**config.mk**
```make
export PLATFORM = sky130hd
export DESIGN_NAME = alu_arbiter
export DESIGN_NICKNAME = d
export VERILOG_FILES = /design/src/rtl/alu_arbiter.sv
export SDC_FILE = /design/constraint.sdc
export NUM_CORES = 1
export LEC_CHECK = 0
export CAP_MARGIN = 40
export CORE_UTILIZATION = 42
export CTS_BUF_LIST = sky130_fd_sc_hd__clkbuf_4 sky130_fd_sc_hd__clkbuf_8
export CTS_CLUSTER_SIZE = 14
export DETAILED_ROUTE_END_ITERATION = 16
export PLACE_DENSITY = 0.95
export SETUP_SLACK_MARGIN = 0.4
export SLEW_MARGIN = 20
export SYNTH_ARGS = -nofsm -noshare
export SYNTH_HDL_FRONTEND = slang
export SYNTH_SLANG_ARGS = --single-unit
```
**constraint.sdc**
```tcl
create_clock -name clk -period 3.5 [get_ports clk]
set_clock_uncertainty 0.15 [all_clocks]
set_input_delay 0.525 -clock clk [delete_from_list [all_inputs] [get_ports clk]]
set_output_delay 0.525 -clock clk [all_outputs]
set_load 0.05 [all_outputs]
```
**src/rtl/alu_arbiter.sv**
```systemverilog
// Arbitrates one shared combinational ALU among NREQ requesters: accept, execute, respond.
// Define ALU_ARB_RR_EN for round-robin arbitration; the default build uses fixed lowest-index priority.
module alu_arbiter #(
    parameter int NREQ = 2
) (
    input  logic                 clk,
    input  logic                 resetn,
    input  logic [NREQ-1:0]      req_valid,
    output logic [NREQ-1:0]      req_ready,
    input  logic [3*NREQ-1:0]    req_func,
    input  logic [32*NREQ-1:0]   req_srca,
    input  logic [32*NREQ-1:0]   req_srcb,
    output logic [NREQ-1:0]      rsp_valid,
    input  logic [NREQ-1:0]      rsp_ready,
    output logic [31:0]          rsp_data,
    output logic                 rsp_ovf,
    output logic [2:0]           alu_func,
    output logic [31:0]          alu_srca,
    output logic [31:0]          alu_srcb,
    input  logic [31:0]          alu_out,
    input  logic                 alu_intovf
);

    localparam int DATA_W = 32;
    localparam int OW     = (NREQ > 1) ? $clog2(NREQ) : 1;

    typedef enum logic [1:0] {IDLE, EXEC, RESP} state_t;

    state_t              state_q, state_d;
    logic [OW-1:0]       owner_q, owner_d;
    logic [2:0]          func_q, func_d;
    logic [DATA_W-1:0]   srca_q, srca_d;
    logic [DATA_W-1:0]   srcb_q, srcb_d;
    logic [DATA_W-1:0]   res_q, res_d;
    logic                ovf_q, ovf_d;
    logic [OW-1:0]       gnt;
    logic                found;

`ifdef ALU_ARB_RR_EN
    logic [OW-1:0]       ptr_q, ptr_d;
    int                  idx;

    // Search begins one past the last granted requester and wraps.
    always_comb begin
        gnt   = '0;
        found = 1'b0;
        idx   = 0;
        for (int k = 1; k <= NREQ; k++) begin
            idx = (int'(ptr_q) + k) % NREQ;
            if (!found && req_valid[idx]) begin
                found = 1'b1;
                gnt   = OW'(idx);
            end
        end
    end
`else
    always_comb begin
        gnt   = '0;
        found = 1'b0;
        for (int i = NREQ - 1; i >= 0; i--) begin
            if (req_valid[i]) begin
                found = 1'b1;
                gnt   = OW'(i);
            end
        end
    end
`endif

    always_comb begin
        state_d   = state_q;
        owner_d   = owner_q;
        func_d    = func_q;
        srca_d    = srca_q;
        srcb_d    = srcb_q;
        res_d     = res_q;
        ovf_d     = ovf_q;
`ifdef ALU_ARB_RR_EN
        ptr_d     = ptr_q;
`endif
        req_ready = '0;
        rsp_valid = '0;
        case (state_q)
            IDLE: begin
                if (found) begin
                    req_ready[gnt] = 1'b1;
                    owner_d        = gnt;
                    func_d         = req_func[3*int'(gnt) +: 3];
                    srca_d         = req_srca[DATA_W*int'(gnt) +: DATA_W];
                    srcb_d         = req_srcb[DATA_W*int'(gnt) +: DATA_W];
`ifdef ALU_ARB_RR_EN
                    ptr_d          = gnt;
`endif
                    state_d        = EXEC;
                end
            end
            EXEC: begin
                // Overflow only has meaning for add (000) and sub (001).
                res_d   = alu_out;
                ovf_d   = alu_intovf && (func_q[2:1] == 2'b00);
                state_d = RESP;
            end
            RESP: begin
                rsp_valid[owner_q] = 1'b1;
                if (rsp_ready[owner_q]) begin
                    state_d = IDLE;
                end
            end
            default: state_d = IDLE;
        endcase
    end

    always_ff @(posedge clk or negedge resetn) begin
        if (!resetn) begin
            state_q <= IDLE;
            owner_q <= '0;
            func_q  <= '0;
            srca_q  <= '0;
            srcb_q  <= '0;
            res_q   <= '0;
            ovf_q   <= 1'b0;
`ifdef ALU_ARB_RR_EN
            ptr_q   <= OW'(NREQ - 1);
`endif
        end else begin
            state_q <= state_d;
            owner_q <= owner_d;
            func_q  <= func_d;
            srca_q  <= srca_d;
            srcb_q  <= srcb_d;
            res_q   <= res_d;
            ovf_q   <= ovf_d;
`ifdef ALU_ARB_RR_EN
            ptr_q   <= ptr_d;
`endif
        end
    end

    assign alu_func = func_q;
    assign alu_srca = srca_q;
    assign alu_srcb = srcb_q;
    assign rsp_data = res_q;
    assign rsp_ovf  = ovf_q;

endmodule

```
==> out/summary.md <==
- maximum root-to-sink buffer count: 2
- Layout Utilization: 0.725
- vias in the first global route: 3,823
- Register Area: 2580 sq um
- RePlAce Congestion: 0.769
- Resize count post-CTS: 0
- post-placement worst setup slack: 799 ps
- number of different library cells in the post-synthesis netlist: 17
- Pre-Repair DR Iteration Count: 4
- CP endpoint: req_ready[0]
- number of levels in the clock H-tree: 3
- area of the multi-input gates: 2120 sq um
- peak supply drop: 0.000648 V
- clock latency at the later pin of the worst-skew pair: 350 ps
- final total negative setup slack: 0 ps
- antenna violations before repair: 0
- most used flip-flop cell after synthesis: sky130_fd_sc_hd__dfrtp_1
- main combinational cell family by area after synthesis: multiplexers
- count of cell instances traversed by the critical path: 3
- TritonCTS clock tree: yes
- die area: 11,900 sq um
- Synth Register Bits: 103
- # nets final: 750
- Layout Cells excl Fill: 722
- first element of the critical path: req_valid[0]
- hold buffer count at cts: 0
- filler cell count: 730
- power per cell area: 1010 nW/um^2
- Routed WL per cell: 17.6 microns
- slowest stage cell on the critical path: sky130_fd_sc_hd__clkdlybuf4s50_1
- cell area after synthesis: 4810 sq um
- FFs w/ async S/R, synth: 1.00
- most frequently used cell type in the post-synthesis netlist: sky130_fd_sc_hd__mux2_2
- worst-case setup margin in the final layout: 796 ps
- cell family with the largest share of critical-path delay: buffers and inverters
- cell breakdown of the critical path: clkdlybuf4s50_1 > and2_1 > clkdlybuf4s50_1
- Final HPWL DP: 9.96 mm
- leading post-synthesis cells by cell area: sky130_fd_sc_hd__dfrtp_1 54%, sky130_fd_sc_hd__mux2_2 30%, sky130_fd_sc_hd__mux2_4 12%
- Mapped Avg Cell Area: 15.8 sq um
- die outline height: 109 microns
- area share of the leading cell type in the synthesized netlist: 0.536
- length of routed met3 wiring: 1.12 mm
- cell type contributing the most total cell area after synthesis: sky130_fd_sc_hd__dfrtp_1
- Relative slew margins: 0.552
- diode insertion count for antenna repair: 0
- global route overflow: 0
- number of placement rows: 38
- remaining antenna violation count: 0
- worst r2r src: state_q[0]
- die width: 109 microns
- count of endpoints failing hold in the final timing report: 0
- Vias: 3,520
- ports placed on the boundary: 277
- largest net degree at the start of global routing: 68
- slew at the pin with the worst max-slew slack: 672 ps
- result of the run: finished clean
- part of the Yosys area used for sequential elements: 0.536
- first-pass GRT wire length: 19.1 mm
- Worst Hold Class: primary input to asynchronous set/reset pin
- data arrival time of the critical path: 2030 ps
- I/O Buffers: 276
- wl on met1: 4.42 mm
- Initial Util: 0.438
- element type at the critical path end: primary output
- commonest cells in the synthesized netlist: 129 x sky130_fd_sc_hd__mux2_2, 103 x sky130_fd_sc_hd__dfrtp_1, 38 x sky130_fd_sc_hd__mux2_4, 12 x sky130_fd_sc_hd__buf_2, 4 x sky130_fd_sc_hd__nor2_1
- Worst EP required: 2820 ps
- Setup Viol. Count Final: 0
- Reg-to-Reg End: alu_srcb[1]
- library cell appearing most often on the critical path: sky130_fd_sc_hd__clkdlybuf4s50_1
- Num CTS Buffers: 9
- root buffer cell: sky130_fd_sc_hd__clkbuf_8
- Simple-Gate Fraction of Synth Area: 0.0104
- RSZ-0062 raised after global routing: false
- area share of fa/ha/maj cells after synthesis: 0
- flop2flop setup slack: 1480 ps
- critical path class: primary input to primary output
- combined global-route utilization of all metal layers: 0.214
- Max Cap Viol: 0
- share of cell area taken by muxes after synthesis: 0.421
- synthesized netlist cell count: 305
- final worst-path cycle share: 0.773
- static leakage: 3.33 nW
- Synth Warn #: 0
- detailed router's first-iteration violation count: 58
- net count after synthesis: 478
- Total Wirelength: 12.7 mm
- count of clock tree sinks: 103
- placeable core area: 11,000 sq um
- Post-CTS Setup Repair Bufs: 0
- vias per cell: 4.88
- startpoint kind of the worst setup timing path: primary input
- Post-Synth XOR/XNOR Area: 0
- max-slew violation count: 0
- reg2reg path depth: 4
- number of enable flip-flop cells after synthesis: 0
- remaining routing DRC violations: 0
- P&R area growth vs syn: 65.7%
- top metal layer carrying routed signals: met4
- Period minus WS final: 2700 ps
- post-synthesis compound-gate area fraction: 0.00547
- Crit Path Max Fanout: 3
- Worst Path Buf+Inv: 2
- upper clock frequency limit: 370 MHz
- fraction of layout instances using a drive strength above 1: 0.332
- maximum cell stage delay along the critical path: 830 ps
- Inst Count DP: 705
- clock transition at the registers of the reported paths: 100 ps
- Final Hold Slack: 34.2 ps
- met2 layer wire length in the routed design: 6.92 mm
==> metal layers <==
| metal | GRT usage | vias up |
|---|---|---|
| met3 | 0.0520 | 22 |
| met5 | 0 | - |
| met1 | 0.226 | 1708 |
| met4 | 0.0869 | 0 |
| li1 | - | 1625 |
| met2 | 0.403 | 165 |
==> worst register-to-register path: stages (launching register included) <==
cell                      delay [ps]
sky130_fd_sc_hd__dfrtp_1         420
sky130_fd_sc_hd__nor2_1          210
sky130_fd_sc_hd__o21a_4          390
sky130_fd_sc_hd__buf_12          320
sky130_fd_sc_hd__mux2_2          430
==> layout by cell type, fill, tap and decap left out, drive strengths merged <==
master         count
clkdlybuf4s50    274
mux2             167
dfrtp            103
clkbuf            13
buf                7
nor2               4
nand2b             3
nor3               2
bufinv             2
and2               1
inv                1
o21a               1
o21ai              1
a21oi              1
a22o               1
clkinv             1
==> worst min path at each step <==
| stage | startpoint | to | cells after the start |
|---|---|---|---|
| finish | resetn | alu_srcb[0] | 1 |
| global route | resetn | alu_srcb[16] | 1 |
| CTS | resetn | alu_srcb[16] | 1 |
| detailed placement | rsp_data[13] | rsp_data[13] | 1 |
| global placement | rsp_data[12] | rsp_data[12] | 1 |
| floorplan | resetn | alu_func[0] | 0 |
==> cell type report <==
type | count | share of cell area
repair buffers | 281 | 0.359
flip-flops and latches | 103 | 0.324
multi-input cells | 181 | 0.266
well taps | 140 | 0.0220
clock buffers | 13 | 0.0209
clock inverters | 3 | 0.00817
inverters | 1 | 0.000471
==> per-stage QoR <==
step / instance area, sq um / power (mW)
after global placement: 7690 / 7.12
after CTS: 7940 / 8.10
after detailed placement: 7710 / 7.24
after floorplan: 4810 / 5.49
final: 7960 / 8.05
after global routing: 7960 / 8.37
==> power by group <==
group	total [mW]	switching, mW	leakage [nW]	internal [mW]
Sequential	2.15	0.340	1.21	1.81
Clock	0.847	0.390	0.120	0.458
Combinational	5.05	3.01	2.00	2.05
Total	8.05	3.73	3.33	4.31
==> sequential cells by signal, summed over array words and instances, names as in the netlist <==
name      cells
alu_srca     32
alu_srcb     32
rsp_data     32
alu_func      3
state_q       2
owner_q       1
rsp_ovf       1
==> cell families (layout without fill, tap and decap cells) <==
group	count (synthesis)	in the layout
and+or+nand+nor	10	10
buffers and inverters	21	298
DFF	103	103
AOI/OAI and AO/OA	4	4
muxes	167	167
Note: power is estimated with default switching activity, not from simulation.
